===== src/rtl/vga_timing_gen_if.sv =====
// Raster/pixel bus between the VGA timing generator and its pixel source / DAC pins.
// The generator is the master: it issues pixel requests and drives syncs and colour.
interface vga_timing_gen_if #(
    parameter int unsigned XW = 10,
    parameter int unsigned YW = 10
);
    logic [7:0]    rgb_8;
    logic          pix_tick;
    logic          pixel_en;
    logic [XW-1:0] pixel_x;
    logic [YW-1:0] pixel_y;
    logic          frame_start;
    logic          h_sync;
    logic          v_sync;
    logic          de_out;
    logic [7:0]    r_out;
    logic [7:0]    g_out;
    logic [7:0]    b_out;

    modport master (
        input  rgb_8,
        output pix_tick, pixel_en, pixel_x, pixel_y, frame_start,
        output h_sync, v_sync, de_out, r_out, g_out, b_out
    );

    modport slave (
        output rgb_8,
        input  pix_tick, pixel_en, pixel_x, pixel_y, frame_start,
        input  h_sync, v_sync, de_out, r_out, g_out, b_out
    );
endinterface


===== src/rtl/vga_timing_gen.sv =====
// VGA raster timing generator: pixel divider, h/v counters, registered pixel-request decode
// and a one-clock output stage producing syncs, display enable and RGB888 from RGB332.
module vga_timing_gen #(
    parameter int unsigned CLK_DIV  = 2,
    parameter int unsigned H_ACTIVE = 640,
    parameter int unsigned H_FP     = 16,
    parameter int unsigned H_SYNC   = 96,
    parameter int unsigned H_BP     = 48,
    parameter int unsigned V_ACTIVE = 480,
    parameter int unsigned V_FP     = 10,
    parameter int unsigned V_SYNC   = 2,
    parameter int unsigned V_BP     = 33,
    parameter bit          SYNC_POL = 1'b0,
    parameter bit          EXPAND   = 1'b0,
    parameter int unsigned XW       = 10,
    parameter int unsigned YW       = 10
) (
    input logic              clk,
    input logic              rst,
    vga_timing_gen_if.master bus
);
    localparam int unsigned H_TOTAL  = H_ACTIVE + H_FP + H_SYNC + H_BP;
    localparam int unsigned V_TOTAL  = V_ACTIVE + V_FP + V_SYNC + V_BP;
    localparam int unsigned HS_START = H_ACTIVE + H_FP;
    localparam int unsigned HS_END   = HS_START + H_SYNC;
    localparam int unsigned VS_START = V_ACTIVE + V_FP;
    localparam int unsigned VS_END   = VS_START + V_SYNC;
    localparam int unsigned DCW      = (CLK_DIV > 1) ? $clog2(CLK_DIV) : 1;
    localparam int unsigned HCW      = (H_TOTAL > 1) ? $clog2(H_TOTAL) : 1;
    localparam int unsigned VCW      = (V_TOTAL > 1) ? $clog2(V_TOTAL) : 1;
    localparam logic        SYNC_IDLE = ~SYNC_POL;

    logic [DCW-1:0] div_q, div_d;
    logic [HCW-1:0] h_q, h_d;
    logic [VCW-1:0] v_q, v_d;
    logic           tick;
    logic           h_act, v_act, pix_act, h_sync_act, v_sync_act, at_origin;

    logic           tick_q, fs_q, en_q, hs_pre_q, vs_pre_q;
    logic [XW-1:0]  x_q;
    logic [YW-1:0]  y_q;
    logic           de_q, hs_q, vs_q;
    logic [7:0]     r_q, g_q, b_q;

    logic [2:0]     r3, g3;
    logic [1:0]     b2;
    logic [7:0]     r_exp, g_exp, b_exp;

    // With CLK_DIV=1 the divider stays at 0 and every clock is a pixel tick.
    assign tick = (div_q == DCW'(CLK_DIV - 1));

    always_comb begin
        div_d = tick ? '0 : div_q + 1'b1;
        h_d   = h_q;
        v_d   = v_q;
        if (tick) begin
            if (32'(h_q) == H_TOTAL - 1) begin
                h_d = '0;
                v_d = (32'(v_q) == V_TOTAL - 1) ? '0 : v_q + 1'b1;
            end else begin
                h_d = h_q + 1'b1;
            end
        end
    end

    // Decode of the position about to be issued on this tick.
    assign h_act      = 32'(h_q) < H_ACTIVE;
    assign v_act      = 32'(v_q) < V_ACTIVE;
    assign pix_act    = h_act & v_act;
    assign h_sync_act = (32'(h_q) >= HS_START) && (32'(h_q) < HS_END);
    assign v_sync_act = (32'(v_q) >= VS_START) && (32'(v_q) < VS_END);
    assign at_origin  = (h_q == '0) && (v_q == '0);

    assign {r3, g3, b2} = bus.rgb_8;
    assign r_exp = EXPAND ? {r3, r3, r3[2:1]} : {r3, 5'b0};
    assign g_exp = EXPAND ? {g3, g3, g3[2:1]} : {g3, 5'b0};
    assign b_exp = EXPAND ? {b2, b2, b2, b2} : {b2, 6'b0};

    always_ff @(posedge clk) begin
        if (rst) begin
            div_q    <= '0;
            h_q      <= '0;
            v_q      <= '0;
            tick_q   <= 1'b0;
            fs_q     <= 1'b0;
            en_q     <= 1'b0;
            x_q      <= '0;
            y_q      <= '0;
            hs_pre_q <= 1'b0;
            vs_pre_q <= 1'b0;
            de_q     <= 1'b0;
            hs_q     <= SYNC_IDLE;
            vs_q     <= SYNC_IDLE;
            r_q      <= '0;
            g_q      <= '0;
            b_q      <= '0;
        end else begin
            div_q  <= div_d;
            h_q    <= h_d;
            v_q    <= v_d;
            tick_q <= tick;
            fs_q   <= tick & at_origin;
            if (tick) begin
                en_q     <= pix_act;
                x_q      <= pix_act ? XW'(h_q) : '0;
                y_q      <= pix_act ? YW'(v_q) : '0;
                hs_pre_q <= h_sync_act;
                vs_pre_q <= v_sync_act;
            end
            // rgb_8 answers the request issued during the previous (tick) clock.
            if (tick_q) begin
                de_q <= en_q;
                hs_q <= hs_pre_q ? SYNC_POL : SYNC_IDLE;
                vs_q <= vs_pre_q ? SYNC_POL : SYNC_IDLE;
                r_q  <= en_q ? r_exp : '0;
                g_q  <= en_q ? g_exp : '0;
                b_q  <= en_q ? b_exp : '0;
            end
        end
    end

    assign bus.pix_tick    = tick_q;
    assign bus.frame_start = fs_q;
    assign bus.pixel_en    = en_q;
    assign bus.pixel_x     = x_q;
    assign bus.pixel_y     = y_q;
    assign bus.h_sync      = hs_q;
    assign bus.v_sync      = vs_q;
    assign bus.de_out      = de_q;
    assign bus.r_out       = r_q;
    assign bus.g_out       = g_q;
    assign bus.b_out       = b_q;
endmodule

===== src/flat_wrapper.sv =====
// flat-port wrapper written by rule: the top's interface ports become plain ports
module vga_timing_gen_flat 
#(
    parameter int unsigned CLK_DIV  = 2,
    parameter int unsigned H_ACTIVE = 640,
    parameter int unsigned H_FP     = 16,
    parameter int unsigned H_SYNC   = 96,
    parameter int unsigned H_BP     = 48,
    parameter int unsigned V_ACTIVE = 480,
    parameter int unsigned V_FP     = 10,
    parameter int unsigned V_SYNC   = 2,
    parameter int unsigned V_BP     = 33,
    parameter bit          SYNC_POL = 1'b0,
    parameter bit          EXPAND   = 1'b0,
    parameter int unsigned XW       = 10,
    parameter int unsigned YW       = 10
)
  (clk, rst, bus_rgb_8, bus_pix_tick, bus_pixel_en, bus_pixel_x, bus_pixel_y, bus_frame_start, bus_h_sync, bus_v_sync, bus_de_out, bus_r_out, bus_g_out, bus_b_out);
  vga_timing_gen_if #(.XW(XW), .YW(YW)) bus_i ();
  input logic clk;
  input logic rst;
  input wire logic [$bits(bus_i.rgb_8)-1:0] bus_rgb_8;
  output wire logic [$bits(bus_i.pix_tick)-1:0] bus_pix_tick;
  output wire logic [$bits(bus_i.pixel_en)-1:0] bus_pixel_en;
  output wire logic [$bits(bus_i.pixel_x)-1:0] bus_pixel_x;
  output wire logic [$bits(bus_i.pixel_y)-1:0] bus_pixel_y;
  output wire logic [$bits(bus_i.frame_start)-1:0] bus_frame_start;
  output wire logic [$bits(bus_i.h_sync)-1:0] bus_h_sync;
  output wire logic [$bits(bus_i.v_sync)-1:0] bus_v_sync;
  output wire logic [$bits(bus_i.de_out)-1:0] bus_de_out;
  output wire logic [$bits(bus_i.r_out)-1:0] bus_r_out;
  output wire logic [$bits(bus_i.g_out)-1:0] bus_g_out;
  output wire logic [$bits(bus_i.b_out)-1:0] bus_b_out;
  assign bus_i.rgb_8 = bus_rgb_8;
  assign bus_pix_tick = bus_i.pix_tick;
  assign bus_pixel_en = bus_i.pixel_en;
  assign bus_pixel_x = bus_i.pixel_x;
  assign bus_pixel_y = bus_i.pixel_y;
  assign bus_frame_start = bus_i.frame_start;
  assign bus_h_sync = bus_i.h_sync;
  assign bus_v_sync = bus_i.v_sync;
  assign bus_de_out = bus_i.de_out;
  assign bus_r_out = bus_i.r_out;
  assign bus_g_out = bus_i.g_out;
  assign bus_b_out = bus_i.b_out;
  vga_timing_gen #(.CLK_DIV(CLK_DIV), .H_ACTIVE(H_ACTIVE), .H_FP(H_FP), .H_SYNC(H_SYNC), .H_BP(H_BP), .V_ACTIVE(V_ACTIVE), .V_FP(V_FP), .V_SYNC(V_SYNC), .V_BP(V_BP), .SYNC_POL(SYNC_POL), .EXPAND(EXPAND), .XW(XW), .YW(YW)) u_core (.clk(clk), .rst(rst), .bus(bus_i));
endmodule

===== config.mk =====
export PLATFORM = sky130hd
export DESIGN_NAME = vga_timing_gen_flat
export DESIGN_NICKNAME = d
export VERILOG_FILES = /design/src/rtl/vga_timing_gen_if.sv /design/src/rtl/vga_timing_gen.sv /design/src/flat_wrapper.sv
export SDC_FILE = /design/constraint.sdc
export NUM_CORES = 1
export LEC_CHECK = 0
export CORE_ASPECT_RATIO = 0.7
export CORE_MARGIN = 3
export CORE_UTILIZATION = 40
export CTS_BUF_LIST = sky130_fd_sc_hd__clkbuf_4
export CTS_CLUSTER_SIZE = 25
export DETAILED_ROUTE_END_ITERATION = 10
export GPL_TIMING_DRIVEN = 1
export PLACE_DENSITY = 0.75
export SLEW_MARGIN = 20
export SYNTH_ARGS = -nofsm -noshare
export SYNTH_HDL_FRONTEND = slang
export SYNTH_SLANG_ARGS = --single-unit

===== constraint.sdc =====
create_clock -name clk -period 2.2 [get_ports clk]
set_input_delay 0.22 -clock clk [delete_from_list [all_inputs] [get_ports clk]]
set_output_delay 0.22 -clock clk [all_outputs]
set_load 0.01 [all_outputs]

## Word-level counts from Yosys, hierarchy flattened

Cells that the tools add are included.

- Bitwise gates (word level): 2
- Order comparisons: 6
- Reductions and logical operators: 7
- Add/sub/neg operators: 3
- Equal/unequal tests: 2
- Multiplexer cells: 9

Operators by type and width:

| operator | number |
|---|---|
| 2-to-1 mux 10 bit | 4 |
| 2-to-1 mux 8 bit | 3 |
| adder 10 x 1 -> 10 bit (second input constant) | 2 |
| == test 10 bit (second input constant) | 2 |
| logical NOT 10 bit | 2 |
| less-than comparator 10 bit (second input constant) | 2 |
| less-than comparator 10 x 9 -> 1 bit (second input constant) | 2 |
| >= comparator 10 bit (second input constant) | 1 |
| >= comparator 10 x 9 -> 1 bit (second input constant) | 1 |
| logical AND 1 bit | 3 |
| AND 1 bit | 2 |
| 2-to-1 mux 1 bit | 2 |
| AND reduction 2 bit | 1 |
| OR reduction 2 bit | 1 |
| adder 1 bit (second input constant) | 1 |

- Output and inout bits: 50
- Word-level logic and storage cells: 45
- Flip-flop bits (word level): 73

## Depth between registers and ports, before layout

Gate-level depths: netlist of the first run.

- Depth in word-level cells: 3
- Depth in mapped cells: 7

## Worst setup path after synthesis of the first run

OpenSTA, ideal clock, no wires.

- Kind: reg2reg
- From: register u_core.h_q[5]
- To: register u_core.v_q[8]
- Path slack: 342 ps
- Arrival: 1791 ps
- Required time: 2133 ps
- Buffers on the path: 2
- Period minus slack after synthesis: 1858 ps
- Library setup time: 67 ps
- Stages on the path, launching flop included: 7
- Cells stage by stage: dfxtp_1 > or2_1 > buf_6 > or3_1 > buf_2 > or4_4 > a21oi_2

- Word-level cells in the longest chain between the ends: 2

Ends and longest elaborated chain:

| what | RTL line | text |
|---|---|---|
| from (decl) | vga_timing_gen.sv:34 | `logic [HCW-1:0] h_q, h_d;` |
| from (signal assigned) | vga_timing_gen.sv:82 | `h_q <= '0;` |
| from (signal assigned) | vga_timing_gen.sv:99 | `h_q <= h_d;` |
| == test 10 bit | vga_timing_gen.sv:57 | `if (32'(h_q) == H_TOTAL - 1) begin` |
| AND reduction 2 bit (no line) | -- |  |
| to (signal assigned) | vga_timing_gen.sv:100 | `v_q <= v_d;` |
| to (decl) | vga_timing_gen.sv:35 | `logic [VCW-1:0] v_q, v_d;` |

No other way between the ends.
A chain may end at the register's enable or synchronous reset.

## Final worst setup path of the first run

Ends and elaborated chain as after synthesis.

==> results_dict.tcl, run 1 <==
set metrics [dict create \
    ys_warn_count 0 \
    hold_violations 0 \
    grt_pass1_vias 1787 \
    timing.rr.end "u_core.v_q[8]" \
    numClockSinks 57 \
    reg2reg_from "u_core.h_q[5]" \
    drv_cap 0 \
    crit_path_start_kind "register" \
    synthArstFlopShare_pct 0 \
    vias_per_cell 5.06 \
    drtPass1Iterations 4 \
    synth_ff_type "dfxtp_1" \
    antenna_cells 0 \
    placedCellCount 355 \
    ir_drop_mv 0.315 \
    numCtsBuffers 9 \
    period_share_pct 93.7 \
    worst-setup-path-type "reg -> reg" \
    crit_arrival_ns 2.39 \
    path_cells "or2_1, or3_1, or4_4, a21oi_2" \
    synth_area_leaders "dfxtp_1, a22o_1, buf_4, nor2_1, ha_1" \
    vias 1877 \
    grt_pass1_wl_um 9140 \
    fin_nets 306 \
    whs_endpoint "u_core.bus.b_out[6]" \
    final.setup_skew_ns 0.0176 \
    synth.most_common_cell "dfxtp_1" \
    p_leak_nw 1.12 \
    fin_hold_ws_ns 0.423 \
    h-tree-depth 3 \
    r2r_slack_ns 0.14 \
    setup_viol 0 \
    portBuffers 43 \
    floorplan.die.height_um 71.3 \
    finalWorstSetupSlack_ns 0.140 \
    drive_gt1_share_pct 10.5 \
    hold_depth 3 \
    area_growth_pct 22.3 \
    syn_avg_cell_area_um2 9.79 \
    final_area_um2 2980 \
    die_x_um 99.3 \
    yosys.area.top_type "dfxtp_1" \
    drc 0 \
    critPathMaxFanout 8 \
    grt_use_total_pct 16.6 \
    status "finished clean" \
    fin_setup_tns_ns 0 \
    start_util_pct 41.9 \
    slew_violations 0 \
    endpoint_kind "register" \
    io_pins 60 \
    layout_min_cycle_time_ns 2.06 \
    cts_resized 0 \
    dieArea_um2 7080 \
    antenna_found_initial 0 \
    cts_hold_buffers 0 \
    clk_pin_slew_ns 0.11 \
    wl_per_cell_um 14.4 \
    ys_top_cells_by_count "dfxtp_1, nor2_1, buf_4" \
    fmax_ghz 0.485 \
    hold_start "bus_rgb_8[0]" \
    slowest_delay_ns 0.53 \
    clk_path_buf_depth 2 \
    clock_latency_ns 0.41 \
    synth_edf_count 0 \
    slew_headroom_pct 50.1 \
    syn_area_um2 2440 \
    grt_overflow 0 \
    post-cts-setup-buffers 0 \
    routed_wl_um 5350 \
    dpl_cell_area_um2 2850 \
    seq_area_frac_synth_pct 46.8 \
    cts_root_buffer "clkbuf_4" \
    cts_tree "yes" \
    routabilityCongestion 0.879 \
    power.density_nw_per_um2 630 \
    row_count 23 \
    synth_cells 249 \
    worstPathRequired_ns 2.53 \
    min_path_type "in -> reg" \
    crit_path_top_delay_cell "or3_1" \
    grt_max_degree 29 \
    fin_util_pct 51.3 \
    drtIter0Drc 97 \
    final_cell_count_no_fill 371 \
    dp_hpwl_um 3650 \
    r2r_cells 4 \
    ys_types 48 \
    synth_seq_cells 57 \
    rsz0062_at_grt "no" \
    synth_top_area_share_pct 46.8 \
    antenna_left 0 \
    power_mw 1.88 \
    fp.coreArea_um2 5810 \
    post-place-ws_ns 0.195 \
    worstMarginPinSlew_ns 0.749 \
]
-- registers in the layout, summed over array words and instances (netlist names), 2 cells and up --
name and flops:
u_core.bus.pixel_x 10, u_core.bus.pixel_y 10, u_core.h_q 10, u_core.v_q 10
u_core.bus.g_out 3, u_core.bus.r_out 3, u_core.bus.b_out 2
-- kinds of logic after synthesis --
group	Yosys count	share of synthesized area, %
and+or+nand+nor	85	21.0
DFF	57	46.8
AOI/OAI and AO/OA	45	13.8
buffers and inverters	41	10.0
xor gates and xnor gates	12	4.31
adders and majority gates	5	2.57
muxes	3	1.28
other	1	0.154
-- worst max-delay path, delay by kind of cell, from the launching register on --
| family | cells | cell delay [ns] |
|---|---|---|
| flops | 1 | 0.41 |
| simple gates | 3 | 1.42 |
| compound gates | 1 | 0.15 |
-- report_power, final --
group	total [mW]	internal, mW	switching [mW]
registers	1.05	1.04	0.0101
clock network	0.712	0.333	0.379
logic	0.112	0.0493	0.0630
total	1.88	1.42	0.452
-- worst max-delay path by stage --
stage,cells past startpoint,from,slack [ns],to
final,4,u_core.h_q[5],0.14,u_core.v_q[8]
after CTS,4,u_core.h_q[5],0.14,u_core.v_q[8]
after floorplan,6,u_core.h_q[5],0.34,u_core.v_q[8]
after detailed placement,4,u_core.h_q[5],0.20,u_core.v_q[8]
after global placement,4,u_core.h_q[5],0.22,u_core.v_q[8]
after global routing,4,u_core.h_q[5],0.05,u_core.v_q[2]
-- cells in the final DEF (no fill, tap or decap), drive strengths merged --
master / n
nand3: 8
and4: 3
and3: 3
xnor2: 7
inv: 6
a22o: 19
o21ai: 4
nand2: 7
clkinvlp: 2
nor2b: 2
a21oi: 9
xor2: 5
clkdlybuf4s50: 43
nor4: 8
o31ai: 1
conb: 16
or4bb: 2
or3: 3
nor2: 22
or4: 2
nand4: 4
dfxtp: 57
a22oi: 8
buf: 7
nor4b: 2
bufinv: 1
nor3: 7
mux2: 1
o21bai: 1
mux2i: 2
o2111ai: 1
and2: 2
clkbuf: 9
nand2b: 6
ha: 5
nand4b: 3
clkinv: 5
or2: 1
a21o: 1
a41oi: 1
-- area by class of cell --
class                   count  area, µm²
clock buffers               9       67.6
fillers                   551       2830
clock inverters             7       61.3
well taps                  75       93.8
repair buffers             50        483
inverters                   7       26.3
flip-flops and latches     57       1140
multi-input cells         166       1110
-- per-layer routing --
layer,track usage [%],routed length [µm]
met1,22.6,2610
met2,23.6,2320
met3,8.07,369
met5,0,0
met4,4.55,62
No activity file was read; power rests on OpenSTA's default activity.
==> run 2: changes to the inputs <==
- ABC_AREA: unset -> 1
- CAP_MARGIN: unset -> 0
- PLACE_DENSITY: 0.75 -> 0.74
==> results_dict.tcl, run 2 <==
set metrics [dict create \
    numClockSinks 57 \
    crit_path_top_delay_cell "clkdlybuf4s50_1" \
    met3_usage_pct 5.83 \
    power_mw 1.78 \
    synth_cells 336 \
    ys_top_cells_by_count "nand2_1, dfxtp_1, inv_1" \
    row_count 23 \
    final_area_um2 3080 \
    p_clk_share_pct 33.5 \
    hold_violations 0 \
    status "finished clean" \
    fin_setup_tns_ns 0 \
    use_met1_pct 23.9 \
    r2r_cells 5 \
    whs_endpoint "u_core.bus.g_out[7]" \
    drtIter0Drc 165 \
    synth_top_area_share_pct 44.8 \
    antenna_cells 0 \
    fp.coreArea_um2 5930 \
    routabilityCongestion 0.881 \
    dpl_cell_area_um2 2980 \
    io_pins 60 \
    fmax_ghz 0.553 \
    p_seq_share_pct 59.6 \
    ir_drop_mv 0.340 \
    ys_types 29 \
    fillers 592 \
    power.internal_mw 1.32 \
    final_cell_mix "nand2_1, dfxtp_1, clkdlybuf4s50_1" \
    synthArstFlopShare_pct 0 \
    slew_violations 0 \
    grt_pass1_wl_um 9390 \
    path_cells "clkdlybuf4s50_1" \
    p_switching_mw 0.460 \
    seq_area_um2 1140 \
    placedCellCount 447 \
    grt_use_met2_pct 22.2 \
    worstPathRequired_ns 1.98 \
    synth_ff_type "dfxtp_1" \
    dieArea_um2 7380 \
    syn_area_um2 2550 \
    grt_use_total_pct 16.3 \
    cpLargestDelayFamily "buffers and inverters" \
    fin_util_pct 52.0 \
    clk_pin_slew_ns 0.09 \
    drc 0 \
    path_buf_inv 1 \
    period_share_pct 82.2 \
    grt_overflow 0 \
    crit_path_start_kind "register" \
    reg2reg_from "u_core.h_q[9]" \
    p_leak_nw 1.22 \
    slew_headroom_pct 64.3 \
    floorplan.die.height_um 72.8 \
    drive_gt1_share_pct 10.3 \
    slowest_delay_ns 0.61 \
    cts_resized 0 \
    rsz0062_at_grt "no" \
    grt_pass1_vias 1989 \
    grt_busiest_layer "met1" \
    final_cell_count_no_fill 462 \
    vias_per_cell 4.78 \
    grt_max_degree 22 \
    yosys.area.top_type "dfxtp_1" \
    clock_latency_ns 0.40 \
    clk_path_buf_depth 2 \
    final.setup_skew_ns 0.00940 \
    layout_min_cycle_time_ns 1.81 \
    fin_nets 398 \
    hold_start "bus_rgb_8[4]" \
    portBuffers 43 \
    cts_root_buffer "clkbuf_4" \
    min_path_type "in -> reg" \
    numCtsBuffers 9 \
    antenna_left 0 \
    r2r_slack_ns 0.61 \
    post-cts-setup-buffers 0 \
    synth_area_leaders "dfxtp_1, nand2_1, inv_1, nor2_1, nand3_1" \
    synth_edf_count 0 \
    worstMarginPinSlew_ns 0.531 \
    combPwrFrac_pct 6.9 \
    syn_avg_cell_area_um2 7.58 \
    timing.rr.end "u_core.bus.pixel_x[0]" \
    drtPass1Iterations 4 \
    synth.most_common_cell "nand2_1" \
    start_util_pct 43.0 \
    die_x_um 101 \
    cts_hold_buffers 0 \
    cts_tree "yes" \
    p_sw_share_pct 25.8 \
    setup_viol 0 \
    layout_commonest_cell "nand2_1" \
    critPathMaxFanout 11 \
    routed_wl_um 5680 \
    dp_hpwl_um 4250 \
    crit_arrival_ns 1.59 \
    hold_depth 3 \
    area_growth_pct 20.9 \
    worst-setup-path-type "reg -> out" \
    synth_seq_cells 57 \
    multi_input_area_um2 1170 \
    power.density_nw_per_um2 578 \
    antenna_found_initial 0 \
    endpoint_kind "output pin" \
    wl_per_cell_um 12.3 \
    seq_area_frac_synth_pct 44.8 \
    ys_warn_count 0 \
    vias 2207 \
    h-tree-depth 3 \
    drv_cap 0 \
]
-- run 2: cell count changes after synthesis, sizes merged, moves of 8 or more --
cell	change
o21ai	+25
a22oi	-8
nand2	+78
nand3	+20
inv	+30
nor2	+15
a22o	-19
-- run 2: per-layer routing --
metal | share of wire (%) | wire length (µm)
met5 | 0 | 0
met4 | 1.0 | 58
met2 | 41 | 2320
met3 | 8.1 | 462
met1 | 50 | 2830
-- run 2: cell families after synthesis --
group / after synthesis / synth area share (%)
simple gates: 163 / 29.2
buf+inv: 60 / 11.6
flops: 57 / 44.8
compound gates: 47 / 10.7
fa+ha+maj: 5 / 2.46
xor+xnor: 3 / 1.03
other cells: 1 / 0.147
-- run 2: tightest hold or removal path, cell delays in order --
cell and delay, ns:
clkdlybuf4s50_1 0.39, nand3_1 0.08, a21oi_1 0.06
-- run 2: cell type report --
class | instances | area share (%)
Clock inverter | 5 | 0.772
Clock buffer | 10 | 2.44
Timing Repair Buffer | 45 | 14.5
Inverter | 36 | 4.39
Multi-Input combinational cell | 234 | 37.9
Tap cell | 75 | 3.05
Sequential cell | 57 | 37.0
-- run 2: worst max path at each step --
| stage | start | to | slack (ns) | depth (start not counted) |
|---|---|---|---|---|
| after CTS | u_core.bus.pixel_en | bus_pixel_en | 0.38 | 1 |
| final | u_core.bus.pixel_en | bus_pixel_en | 0.39 | 1 |
| after detailed placement | rst | u_core.bus.pixel_x[0] | 0.49 | 4 |
| after global placement | rst | u_core.bus.pixel_y[5] | 0.55 | 4 |
| after global routing | u_core.bus.pixel_en | bus_pixel_en | 0.33 | 1 |
| after floorplan | u_core.h_q[1] | u_core.v_q[9] | 0.91 | 8 |
-- run 2: stage by stage --
step | hold slack, ns | setup WS, ns
2_1_floorplan | 0.381 | 0.912
5_1_grt | 0.375 | 0.325
3_3_place_gp | 0.423 | 0.554
6_report | 0.384 | 0.393
3_5_place_dp | 0.429 | 0.492
4_1_cts | 0.367 | 0.381
-- run 2: power groups by stage --
stage | clock network, mW | registers (mW) | logic [mW]
after global routing | 0.661 | 1.06 | 0.137
final | 0.597 | 1.06 | 0.123
after CTS | 0.611 | 1.06 | 0.123
after global placement | 0 | 1.08 | 0.122
after detailed placement | 0 | 1.08 | 0.123
after floorplan | 0 | 1.08 | 0.0931
